<file path="src/rtl/envelope_follower.sv">
// envelope_follower
//   Amplitude-envelope detector for the audio sample path. Tracks a smoothed
//   envelope (fast attack, slow release). It also reports the peak magnitude
//   of each fixed-length window of strobes and classifies the envelope phase
//   by comparing successive window peaks.
//
// Ports
//   clk         system clock
//   reset       asynchronous active-high reset, clears all state
//   sample_in   signed 16-bit sample, qualified by in_ready
//   in_ready    sample strobe, one cycle per sample, may be continuous
//   env_out     smoothed envelope magnitude, 0..32767
//   env_valid   one-cycle pulse when env_out updates (2 cycles after in_ready)
//   peak_out    max |sample| of the last completed window
//   peak_valid  one-cycle pulse when peak_out and phase update
//   phase       0=SILENT 1=RISING 2=STEADY 3=FALLING
//
// Phase states
//   state      | meaning
//   PH_SILENT  | last window peak below SILENCE
//   PH_RISING  | last peak exceeds previous peak by more than HYST
//   PH_STEADY  | last peak within HYST of previous peak
//   PH_FALLING | last peak below previous peak by more than HYST

module envelope_follower #(
   parameter int ATTACK_SHIFT  = 2,
   parameter int RELEASE_SHIFT = 6,
   parameter int WINDOW        = 480,
   parameter int HYST          = 64,
   parameter int SILENCE       = 32
) (
   input  logic        clk,
   input  logic        reset,
   input  logic [15:0] sample_in,
   input  logic        in_ready,
   output logic [15:0] env_out,
   output logic        env_valid,
   output logic [15:0] peak_out,
   output logic        peak_valid,
   output logic [1:0]  phase
);

   localparam int CW = (WINDOW > 1) ? $clog2(WINDOW) : 1;

   typedef enum logic [1:0] {
      PH_SILENT  = 2'd0,
      PH_RISING  = 2'd1,
      PH_STEADY  = 2'd2,
      PH_FALLING = 2'd3
   } phase_t;

   phase_t      phase_q, phase_nxt;

   logic [CW-1:0] count;
   logic [15:0]   mag_in;
   logic          last_hit;

   logic          s1_valid;
   logic [15:0]   s1_mag;
   logic          s1_last;

   logic [15:0]   env_q;
   logic [15:0]   env_nxt;
   logic [15:0]   diff_up, diff_dn, step_up, step_dn;
   logic [15:0]   run_max;
   logic [15:0]   prev_peak;
   logic [15:0]   peak_q;
   logic [15:0]   win_peak;
   logic [16:0]   p17, q17;

   // ---------------- stage 1: magnitude and window position ----------------
   // -32768 has no positive 16-bit counterpart, so it saturates to 32767.
   always_comb begin
      if (!sample_in[15])
         mag_in = sample_in;
      else if (sample_in == 16'h8000)
         mag_in = 16'h7fff;
      else
         mag_in = 16'd0 - sample_in;
   end

   assign last_hit = (count == CW'(WINDOW - 1));

   always_ff @(posedge clk or posedge reset) begin
      if (reset) begin
         count    <= '0;
         s1_valid <= 1'b0;
         s1_mag   <= '0;
         s1_last  <= 1'b0;
      end else begin
         s1_valid <= in_ready;
         if (in_ready) begin
            s1_mag  <= mag_in;
            s1_last <= last_hit;
            count   <= last_hit ? '0 : count + CW'(1);
         end
      end
   end

   // ---------------- stage 2: envelope smoothing ----------------
   // Both operands are at most 32767, so 16 unsigned bits carry the full
   // 17-bit signed range: differences taken only in the non-negative
   // direction never wrap, and the step never exceeds the difference, so
   // env cannot overshoot a or leave 0..32767.
   assign diff_up = s1_mag - env_q;
   assign diff_dn = env_q - s1_mag;

   always_comb begin
      step_up = diff_up >> ATTACK_SHIFT;
      if (step_up == 16'd0) step_up = 16'd1;
      step_dn = diff_dn >> RELEASE_SHIFT;
      if (step_dn == 16'd0) step_dn = 16'd1;

      env_nxt = env_q;
      if (s1_mag > env_q)
         env_nxt = env_q + step_up;
      else if (s1_mag < env_q)
         env_nxt = env_q - step_dn;
   end

   // The boundary sample belongs to the window it closes.
   assign win_peak = (s1_mag > run_max) ? s1_mag : run_max;
   assign p17      = {1'b0, win_peak};
   assign q17      = {1'b0, prev_peak};

   always_ff @(posedge clk or posedge reset) begin
      if (reset) begin
         env_q      <= '0;
         env_valid  <= 1'b0;
         peak_valid <= 1'b0;
         peak_q     <= '0;
         run_max    <= '0;
         prev_peak  <= '0;
      end else begin
         env_valid  <= s1_valid;
         peak_valid <= s1_valid & s1_last;
         if (s1_valid) begin
            env_q <= env_nxt;
            if (s1_last) begin
               peak_q    <= win_peak;
               prev_peak <= win_peak;
               run_max   <= '0;
            end else begin
               run_max   <= win_peak;
            end
         end
      end
   end

   // ---------------- phase FSM ----------------
   always_ff @(posedge clk or posedge reset) begin
      if (reset)
         phase_q <= PH_SILENT;
      else
         phase_q <= phase_nxt;
   end

   always_comb begin
      phase_nxt = phase_q;
      if (s1_valid && s1_last) begin
         if (p17 < 17'(SILENCE))
            phase_nxt = PH_SILENT;
         else if (p17 > q17 + 17'(HYST))
            phase_nxt = PH_RISING;
         else if (p17 + 17'(HYST) < q17)
            phase_nxt = PH_FALLING;
         else
            phase_nxt = PH_STEADY;
      end
   end

   assign env_out  = env_q;
   assign peak_out = peak_q;
   assign phase    = phase_q;

endmodule

</file>
<file path="config.mk">
export PLATFORM = sky130hd
export DESIGN_NAME = envelope_follower
export DESIGN_NICKNAME = d
export VERILOG_FILES = /design/src/rtl/envelope_follower.sv
export SDC_FILE = /design/constraint.sdc
export NUM_CORES = 1
export LEC_CHECK = 0
export CORE_UTILIZATION = 55
export CTS_CLUSTER_DIAMETER = 120
export CTS_CLUSTER_SIZE = 12
export DETAILED_ROUTE_END_ITERATION = 7
export GPL_ROUTABILITY_DRIVEN = 0
export HOLD_SLACK_MARGIN = 0.03
export PLACE_DENSITY = 0.81
export SYNTH_ARGS = -nofsm -noshare
export SYNTH_HDL_FRONTEND = slang
export SYNTH_SLANG_ARGS = --single-unit
</file>
<file path="constraint.sdc">
create_clock -name clk -period 12.1 [get_ports clk]
set_clock_uncertainty 0.05 [all_clocks]
set_input_delay 2.42 -clock clk [delete_from_list [all_inputs] [get_ports clk]]
set_output_delay 2.42 -clock clk [all_outputs]
set_load 0.01 [all_outputs]
</file>
After elaboration in Yosys (flattened, before gate mapping). Index checks and enable logic that the tools add are counted.

Input port bits: 19. Register bits: 79. Output and inout bits: 36. Logic and storage cells: 45.

Bitwise gates (word level): 1. Equal/unequal tests: 2. $lt $le $gt $ge: 6. $add $sub $neg: 8. Muxes and demuxes: 12. Reductions and logical operators: 6.

Operators by type and width (number): $mux W16 (6); $sub A16 B16 Y16 (3); $add A16 B7 Y17 const B (2); $gt A16 B16 Y1 (2); $logic_not A16 Y1 (2); $gt A16 B17 Y1 (1); $lt A17 B16 Y1 (1); $add A16 B16 Y16 (1); $eq A16 B16 Y1 const B (1); $lt A16 B16 Y1 (1); $lt A16 B6 Y1 const B (1); $sub A1 B16 Y16 const A (1); $mux W14 (1); $mux W10 (1); $add A9 B1 Y9 const B (1); $eq A9 B9 Y1 const B (1); $mux W9 (1); $mux W2 (2); $reduce_and A2 Y1 (2); $reduce_bool A2 Y1 (1); $and A1 B1 Y1 (1); $logic_and A1 B1 Y1 (1); $mux W1 (1).

Depth between registers and ports, before layout. Gate-level depths: netlist of run 1.

Depth after elaboration: 7. Depth in mapped cells: 28. Gate-level depth less buffers: 27.

Worst setup path after synthesis of run 1. No wires, ideal clock.

Path type: register -> register. Start point: reg env_q[6] (netlist: env_out[6]). End point: reg env_q[14] (netlist: env_out[14]). Stages on the path, launching flop included: 27. Arrival: 5.270 ns. Period minus slack after synthesis: 5.460 ns. Library setup time: 0.139 ns. Required time: 11.911 ns. Path buffers: 1. Slack: 6.640 ns. Cells stage by stage: dfrtp_1 > inv_1 > ha_1 > clkbuf_1 > nand2_1 > o21ai_1 > o21ai_2 > xnor2_1 > or3b_1 > nor4_4 > nand3b_1 > inv_1 > a21oi_1 > ha_1 > nand2_1 > nor3b_1 > a21oi_1 > ha_1 > a21o_1 > a21oi_1 > o21ai_0 > o41ai_1 > o2111ai_1 > a31o_2 > a21oi_1 > xor2_1 > o21ai_0.

Word-level cells in the longest chain between the ends: 6. Elaborated cells on any way between the ends: 14. Classes of those cells: 4 x add/sub; 2 x order compare; 4 x mux; 4 x reduce/logical.

RTL lines: from (decl) (line 62) `logic [15:0] env_q;`; from (signal assigned) (line 138) `env_q <= env_nxt;`; $sub A16 B16 Y16 (line 106) `assign diff_dn = env_q - s1_mag;`; $logic_not A16 Y1 (line 112) `if (step_dn == 16'd0) step_dn = 16'd1;`; $mux W10 (line 112); $sub A16 B16 Y16 (line 118) `env_nxt = env_q - step_dn;`; $mux W16 (line 117) `else if (s1_mag < env_q)`; $mux W16 (line 115) `if (s1_mag > env_q)`.

Parallel ways exist; a longest one is shown, timed or not. The select of a mux whose other input is x is not followed. A chain may end at the register's enable or synchronous reset.

Worst setup path in the final report of run 1.
Start point: reg env_q[7] (netlist: env_out[7]). End point: reg env_q[14] (netlist: env_out[14]).

Same word-level chain as after synthesis.

==> results.sh, run 1 <==
export IMPL_status="complete, no violations"
export IMPL_synth_commonest_cells="97 x inv_1, 96 x ha_1, 87 x nor2_1"
export IMPL_synth_seq_cells=79
export IMPL_synth_ff_type="dfrtp_1"
export IMPL_clk_latency_ns=0.35
export IMPL_hold_path_class="flip-flop to flip-flop"
export IMPL_cpLargestDelayFamily="compound AO/OA/AOI/OAI gates"
export IMPL_leakagePower_nw=3.735
export IMPL_rows=42
export IMPL_coreArea_um2=13240
export IMPL_antenna_found_initial=0
export IMPL_drc=0
export IMPL_power_switching_mw=1.358
export IMPL_area_delta_synth_final_pct=12.53
export IMPL_cts_sinks=79
export IMPL_synth_most_common_cell="inv_1"
export IMPL_p_int_mw=1.325
export IMPL_grt_overflow_total=0
export IMPL_ant_nets=0
export IMPL_wire_per_inst_um=16.00
export IMPL_grt_use_total=0.2713
export IMPL_syn_mean_instance_area_um2=8.015
export IMPL_post_dp_hpwl_um=14080
export IMPL_worst_pin_slew_ns=1.130
export IMPL_p_comb_frac=0.744
export IMPL_totalWireLength_um=18320
export IMPL_reg2reg_from="env_out[7]"
export IMPL_numCtsBuffers=9
export IMPL_synth_top_cell_area_share=0.2649
export IMPL_register_area_um2=1977
export IMPL_cts_setup_buffers=0
export IMPL_first_global_vias=6198
export IMPL_start_util=0.5635
export IMPL_dr_pass1_iters=5
export IMPL_antennaDiodeCount=0
export IMPL_synthesis_nets=1047
export IMPL_rsz0062_at_grt="false"
export IMPL_vias=6841
export IMPL_clock_power_share=0.099
export IMPL_p_seq_frac=0.157
export IMPL_crit_buf_inv=2
export IMPL_relSlewSlack=0.2445
export IMPL_fp_dieW_um=118.5
export IMPL_setup_viol=0
export IMPL_clockBufferDepth=2
export IMPL_switching_share=0.5062
export IMPL_p_per_area_nw_per_um2=319.4
export IMPL_whs_path_depth=1
export IMPL_r2r_end="env_out[14]"
export IMPL_r2r_cells=23
export IMPL_drt_iter0_drc=424
export IMPL_syn_area_um2=7462
export IMPL_io_pins=55
export IMPL_yosys_area_top_type="dfrtp_1"
export IMPL_endpoint_kind="flip-flop"
export IMPL_clk_pin_slew_worst_paths_ns=0.07
export IMPL_irDropWorstVdd_v=0.0002251
export IMPL_ys_seq_area_frac=0.2649
export IMPL_n_fill_cell=1158
export IMPL_drive_gt1_frac=0.04644
export IMPL_grt_max_degree=80
export IMPL_fin_ws_ns=5.482
export IMPL_synth_cells=931
export IMPL_crit_path_max_fanout=13
export IMPL_yosysUniqueCellTypes=70
export IMPL_vias_per_cell=5.975
export IMPL_port_buffers=54
export IMPL_synthTopCellsByArea="dfrtp_1 26%, ha_1 16%, xnor2_1 5.6%"
export IMPL_finalSetupTns_ns=0
export IMPL_worstSetupPathType="flip-flop to flip-flop"
export IMPL_slew_violations=0
export IMPL_slowest_delay_ns=0.70
export IMPL_cts_tree="built"
export IMPL_crit_chain="inv_1 -> ha_1 -> and2_1 -> a221o_1 -> a21o_1 -> a221oi_2 -> o21ba_2 -> xnor2_1 -> nor4bb_1 -> nand4_1 -> a31oi_1 -> ha_1 -> inv_1 -> fa_1 -> a21o_1 -> a21oi_1 -> o21ai_0 -> o41ai_1 -> o2111ai_1 -> a31o_2 -> a21oi_1 -> xor2_1 -> o21ai_0"
export IMPL_ys_warn_count=0
export IMPL_dieArea_um2=14040
export IMPL_multiInputGateArea_um2=5000
export IMPL_finalCritPeriodShare=0.5469
export IMPL_synth_edf_count=0
export IMPL_cp_required_ns=12.24
export IMPL_hold_end="count[6]"
export IMPL_grt_pass1_wl_um=30440
export IMPL_nets=1080
export IMPL_ctsHoldBuffers=0
export IMPL_hp_start="count[6]"
export IMPL_cts_resized_gates=0
export IMPL_hold_violations=0
export IMPL_pre_cts_ws_ns=5.736
export IMPL_slowest_stage="o41ai_1"
export IMPL_root_buffer="clkbuf_16"
export IMPL_cp_start_kind="flip-flop"
export IMPL_r2r_setup_slack_ns=5.48
export IMPL_htreeDepth=3
export IMPL_fmax_ghz=0.1511
export IMPL_die_h_um=118.5
export IMPL_period_needed_ns=6.618
export IMPL_worstPathArrival_ns=6.76
export IMPL_drv_cap=0
export IMPL_async_flop_share=1.000
cell type report:
class,count,share of cell area
multi-input cells,721,0.5954
flip-flops and latches,79,0.2354
repair buffers,56,0.06616
inverters,97,0.04351
clock buffers,9,0.02682
well taps,176,0.02623
clock inverters,7,0.006407
state kept, by name, indices dropped and copies added, names as in the netlist:
name and cells:
count 9, env_out 16, env_valid 1, peak_out 16, peak_valid 1, phase 2, run_max 16, s1_last 1
s1_mag 16, s1_valid 1
cells by family (layout without fill, tap and decap cells):
kind of cell    Yosys count  after routing  synth area share
simple gates            278            278            0.1786
compound gates          262            262            0.2233
buf+inv                 131            169           0.06623
fa+ha+maj                97             97            0.1636
flops                    79             79            0.2649
xor+xnor                 67             67           0.07864
mux                      17             17           0.02465
layer usage:
| metal | share of wire | GRT usage |
|---|---|---|
| met1 | 0.48 | 0.3890 |
| met2 | 0.44 | 0.4114 |
| met3 | 0.061 | 0.03427 |
| met4 | 0.023 | 0.1139 |
| met5 | 0 | 0 |
power by group through the flow:
stage | combinational [mW] | clock, mW | sequential [mW]
after floorplan | 1.51 | 0 | 0.412
after global placement | 1.92 | 0 | 0.423
after detailed placement | 1.94 | 0 | 0.425
after CTS | 1.96 | 0.268 | 0.421
after global routing | 2.21 | 0.278 | 0.431
final | 2.00 | 0.265 | 0.421
worst max-delay path by stage:
stage | start | endpoint | slack (ns) | depth (start not counted)
detailed placement | env_out[7] | env_out[14] | 5.74 | 23
floorplan | env_out[6] | env_out[14] | 6.64 | 26
CTS | env_out[7] | env_out[14] | 5.67 | 23
global route | env_out[6] | env_out[15] | 5.13 | 26
global placement | env_out[1] | env_out[15] | 5.84 | 26
finish | env_out[7] | env_out[14] | 5.48 | 23
per-stage QoR:
step	hold WS [ns]	total power [mW]	instance area, µm²	utilization	cells
floorplan	0.3019	1.925	7462	-	931
global placement	0.4204	2.340	8118	0.6130	1129
detailed placement	0.4426	2.361	8118	0.6130	1129
CTS	0.4560	2.649	8397	0.6341	1145
global route	0.4927	2.920	8397	0.6341	1145
finish	0.4586	2.682	8397	0.6341	1145
worst register-to-register path: cells and delay by family (launching register included):
kind	cells	cell delay, ns
xor gates and xnor gates	2	0.25
AOI/OAI and AO/OA	13	3.72
DFF	1	0.45
adders and majority gates	3	1.11
and+or+nand+nor	3	0.75
buffers and inverters	2	0.13
placed cells by master, fill, tap and decap left out, drive strengths merged, types with 3 or more instances in the layout:
cell           netlist  layout
xnor2               48      48
or3                  7       7
nand3b               3       3
a31oi               10      10
o21ai               71      71
o22ai               19      19
nor3b                3       3
or4                  3       3
clkbuf              28       9
o211ai               6       6
inv                 97     100
o21a                10      10
o31ai                8       8
a211oi               9       9
nand2               64      64
nor3                28      28
clkinv               0       4
xor2                19      19
mux2i                9       9
clkdlybuf4s50        0      54
nand4               13      13
a21oi               74      74
nor2                87      87
o2111ai              3       3
a21o                17      17
a221oi               4       4
mux2                 8       8
nand3               33      33
and3                 3       3
dfrtp               79      79
nor4                 6       6
o21bai               5       5
and2                 6       6
nand2b               9       9
or2                  3       3
o41ai                3       3
nor2b                4       4
ha                  96      96
No activity file was read; power rests on OpenSTA's default activity.
==> inputs of run 2 (changes only) <==
--- a/config.mk
+++ b/config.mk
@@ -11,7 +11,7 @@
 export DETAILED_ROUTE_END_ITERATION = 7
 export GPL_ROUTABILITY_DRIVEN = 0
 export HOLD_SLACK_MARGIN = 0.03
-export PLACE_DENSITY = 0.81
+export PLACE_DENSITY = 0.84
 export SYNTH_ARGS = -nofsm -noshare
 export SYNTH_HDL_FRONTEND = slang
 export SYNTH_SLANG_ARGS = --single-unit
==> constraint.sdc (replaced) <==
create_clock -name clk -period 5.6 [get_ports clk]
set_clock_uncertainty 0.05 [all_clocks]
set_input_delay 1.12 -clock clk [delete_from_list [all_inputs] [get_ports clk]]
set_output_delay 1.12 -clock clk [all_outputs]
set_load 0.01 [all_outputs]
==> results.sh, run 2 (synthesis results as in run 1) <==
export IMPL_status="finished with violations"
export IMPL_violations="negative setup slack"
export IMPL_slowest_delay_ns=0.56
export IMPL_vias_per_cell=6.233
export IMPL_wire_per_inst_um=18.01
export IMPL_drc=0
export IMPL_place_inst=1170
export IMPL_grt_max_degree=56
export IMPL_grt_pass1_wl_um=33180
export IMPL_n_fill_cell=977
export IMPL_cts_sinks=79
export IMPL_root_buffer="clkbuf_16"
export IMPL_grtUsageMet2=0.4724
export IMPL_endpoint_kind="flip-flop"
export IMPL_dr_pass1_iters=5
export IMPL_htreeDepth=3
export IMPL_post_dp_hpwl_um=15230
export IMPL_clockBufferDepth=2
export IMPL_fp_dieW_um=118.5
export IMPL_antenna_found_initial=0
export IMPL_cp_start_kind="flip-flop"
export IMPL_hold_violations=0
export IMPL_clk_pin_slew_worst_paths_ns=0.07
export IMPL_coreArea_um2=13240
export IMPL_ant_nets=0
export IMPL_pre_cts_ws_ns=-0.09101
export IMPL_finalCritPeriodShare=1.020
export IMPL_rsz0062_at_grt="true"
export IMPL_drv_cap=0
export IMPL_clk_latency_ns=0.35
export IMPL_cpLargestDelayFamily="simple AND/OR/NAND/NOR gates"
export IMPL_slowest_stage="or4_4"
export IMPL_final_common_cell="inv_1"
export IMPL_cts_tree="built"
export IMPL_vias=7504
export IMPL_antennaDiodeCount=0
export IMPL_nets=1139
export IMPL_setup_viol=3
export IMPL_crit_buf_inv=3
export IMPL_grt_use_total=0.2960
export IMPL_dieArea_um2=14040
export IMPL_grt_busiest_layer="met2"
export IMPL_instances_no_fill=1204
export IMPL_cp_required_ns=5.83
export IMPL_area_delta_synth_final_pct=22.47
export IMPL_ctsHoldBuffers=0
export IMPL_crit_top_cell="a21oi_2"
export IMPL_fmax_ghz=0.1750
export IMPL_period_needed_ns=5.713
export IMPL_io_pins=55
export IMPL_drt_iter0_drc=716
export IMPL_first_global_vias=6857
export IMPL_hold_path_class="flip-flop to flip-flop"
export IMPL_r2r_setup_slack_ns=-0.11
export IMPL_worstSetupPathType="flip-flop to flip-flop"
export IMPL_rows=42
export IMPL_drive_gt1_frac=0.1391
export IMPL_use_met1=0.3886
export IMPL_slew_violations=0
export IMPL_totalWireLength_um=21690
export IMPL_port_buffers=54
export IMPL_grt_overflow_total=0
export IMPL_crit_path_max_fanout=4
export IMPL_die_h_um=118.5
export IMPL_layout_common_cells="94 x inv_1, 90 x ha_1, 85 x nor2_1"
export IMPL_use_met3=0.04199
export IMPL_worst_pin_slew_ns=1.138
export IMPL_fin_ws_ns=-0.1127
export IMPL_start_util=0.5635
export IMPL_numCtsBuffers=9
export IMPL_relSlewSlack=0.2391
export IMPL_holdWs_ns=0.4641
export IMPL_worstPathArrival_ns=5.94
run 2: changes by cell type in the layout (fill, tap and decap cells not counted), moves of 4 or more:
cell / before / now
a21oi_1: 73 / 67
inv_6: 4 / 0
ha_1: 96 / 90
o21ai_0: 65 / 61
buf_4: 2 / 58
a21oi_2: 1 / 7
run 2: area by class of cell:
type,instances,area (µm²),area share
multi-input combinational,721,5259,0.5754
sequential,79,1977,0.2163
timing repair buffer,115,1010,0.1105
inverter,97,365.4,0.03998
clock buffer,10,239.0,0.02615
tap,176,220.2,0.02410
clock inverter,6,68.82,0.007530
run 2: routing by layer:
metal	part of all wire	vias up
met5	0	-
met4	0.047	0
met3	0.076	95
met2	0.47	417
met1	0.41	3511
li1	-	3481
run 2: worst paths after layout:
kind | startpoint | endpoint | cells past startpoint
max in group asynchronous | reset | env_out[4] | 3
min in group asynchronous | reset | count[5] | 2
hold / removal | s1_last | s1_last | 1
setup / recovery | s1_mag[6] | env_out[15] | 27
hold reg to reg | s1_last | s1_last | 1
setup reg to reg | s1_mag[6] | env_out[15] | 27
run 2: repair_timing:
action,in CTS,in global routing
setup buffers,4,14
pin swaps,5,27
setup endpoints to repair,2,6
gates resized for setup,12,43
run 2: through the flow:
| stage | instance area (µm²) | setup TNS [ns] | utilization |
|---|---|---|---|
| CTS | 8825 | 0 | 0.6664 |
| global route | 9139 | -0.8542 | 0.6901 |
| floorplan | 7462 | 0 | - |
| global placement | 8426 | 0 | 0.6362 |
| detailed placement | 8426 | -0.09101 | 0.6362 |
| finish | 9139 | -0.1388 | 0.6901 |
Power of run 2 is left out: the tool's default activity adds up to more than one toggle a clock period on the data nets, which glitch-free logic cannot reach.
==> variant, RTL diff (config.mk and constraints of run 2) <==
The parameter `WINDOW` goes from 480 to 240.
--- a/src/rtl/envelope_follower.sv
+++ b/src/rtl/envelope_follower.sv
@@ -25,7 +25,7 @@
 module envelope_follower #(
    parameter int ATTACK_SHIFT  = 2,
    parameter int RELEASE_SHIFT = 6,
-   parameter int WINDOW        = 480,
+   parameter int WINDOW        = 240,
    parameter int HYST          = 64,
    parameter int SILENCE       = 32
 ) (
Check against the original RTL: same outputs for any inputs over 4 cycles, from zero or initial values and one cycle with reset high; that may be too few to reach the edited logic, so the function may still have changed.
==> variant against run 2 <==
Design area up 0.59%; routed wire length down 4.7%; synthesized cell count up 1.4%; critical path type unchanged; worst setup slack better by 0.32 ns; sequential cell count down 1; area after synthesis up 4.0%; critical endpoint unchanged.
==> variant: results (changes against run 2) <==
| Metric | Value |
|---|---|
| Synth Area in Adders | 15.7% (-0.63 points) |
| First-pass GRT wire length | 33.5 mm (+0.81%) |
| Wirelength per Cell | 17.1 µm (-5.3%) |
| Worst Hold Depth | 2 (+1) |
| Fill count | 1065 (+9.0%) |
| Post-synth top cells | ha_1, inv_1, nand2_1, o21ai_0, dfrtp_1 |
| Net Count, Synth | 1060 (+1.2%) |
| Hold Slack | 0.460 ns (-0.00399 ns) |
| R2R Setup Slk | 0.21 ns (+0.32 ns) |
| Dpl hpwl | 15.6 mm (+2.6%) |
| Share of cells above drive strength 1 | 13.4% (-0.54 points) |
| Yosys cell types | 91 (+30%) |
| Outcome | finished clean |
| Syn_area_per_cell | 8.22 µm² (+2.6%) |
| Crit path max-delay family | compound AO/OA/AOI/OAI gates |
| End of the worst hold path | peak_out[3] |
| Vias in the first global route | 6905 (+0.70%) |
| Largest net degree at the start of global routing | 57 (+1.8%) |
| YS warnings | 0 (unchanged) |
| Ranking of synthesized cells by area | dfrtp_1, ha_1, xnor2_1 |
| Placed instance area | 0.00870 mm² (+3.3%) |
| Pre-CTS setup slack | -0.0365 ns (+0.0545 ns) |
| CP Data Arrival Time | 5.57 ns (-0.37 ns) |
| R2R cell count | 26 (-3.7%) |
| FF-to-FF Start | env_out[7] |
| Compound-cell area share of the yosys netlist | 23.0% (+0.64 points) |
| Worst-path fanout max | 9 (+5) |
| Xor and xnor area share after synthesis | 7.88% (+0.018 points) |
| Routed via count | 7369 (-1.8%) |
| Sequential share of the synthesized area | 25.1% (-1.3 points) |
| First DRT Iteration DRCs | 635 (-11%) |
| Post-CTS Setup Inserts | 0 (-4) |
| Area Overhead vs Synth | 18.4% |
| Hold_sp | peak_out[3] |
| Post-CTS resize count | 6 (-6) |
| Worst path max stage delay | 0.54 ns (-0.02 ns) |
variant: cell types whose count changed after synthesis, sizes merged, moves of 7 or more:
cell | run 2 | this run
nor3 | 28 | 19
buf | 6 | 18
nor2 | 87 | 50
clkbuf | 28 | 18
a21o | 17 | 32
nand2 | 64 | 95
o21ai | 71 | 90
xnor2 | 48 | 55
mux2i | 9 | 16
a21oi | 74 | 55
variant: cell families after synthesis:
kind of cell | Yosys count
buffers and inverters | 133
AO/OA/AOI/OAI | 269
flip-flops | 78
adder cells (fa/ha/maj) | 97
AND/OR/NAND/NOR | 276
multiplexers | 22
XOR/XNOR | 69
variant: layer usage:
metal / wire length [µm] / share of wire, % / global-route usage [%] / vias up
li1: - / - / - / 3519
met1: 8960 / 43 / 38.0 / 3498
met2: 9500 / 46 / 46.2 / 296
met3: 1360 / 6.6 / 4.43 / 56
met4: 867 / 4.2 / 14.7 / 0
met5: 0 / 0 / 0 / -
variant: worst min-delay path: cells and delay by family (launching register included):
family / cells / cell delay, ns
simple gates: 1 / 0.05
flops: 1 / 0.36
compound gates: 1 / 0.07
variant: layout make-up:
type,instances,area share [%]
clock buffer,10,2.60
timing repair buffer,109,10.4
inverter,96,3.93
tap,180,2.45
sequential,78,21.2
multi-input combinational,733,58.7
clock inverter,6,0.749
variant: how the worst max path moves through the flow:
stage               slack (ns)          end  cells past startpoint  startpoint
CTS                       0.02  env_out[15]                     26  env_out[2]
global route             -0.02  env_out[15]                     26  env_out[7]
global placement          0.15  env_out[15]                     25   s1_mag[3]
floorplan                 0.31  env_out[15]                     27  env_out[3]
detailed placement       -0.04  env_out[14]                     22   s1_mag[3]
finish                    0.21  env_out[15]                     26  env_out[7]
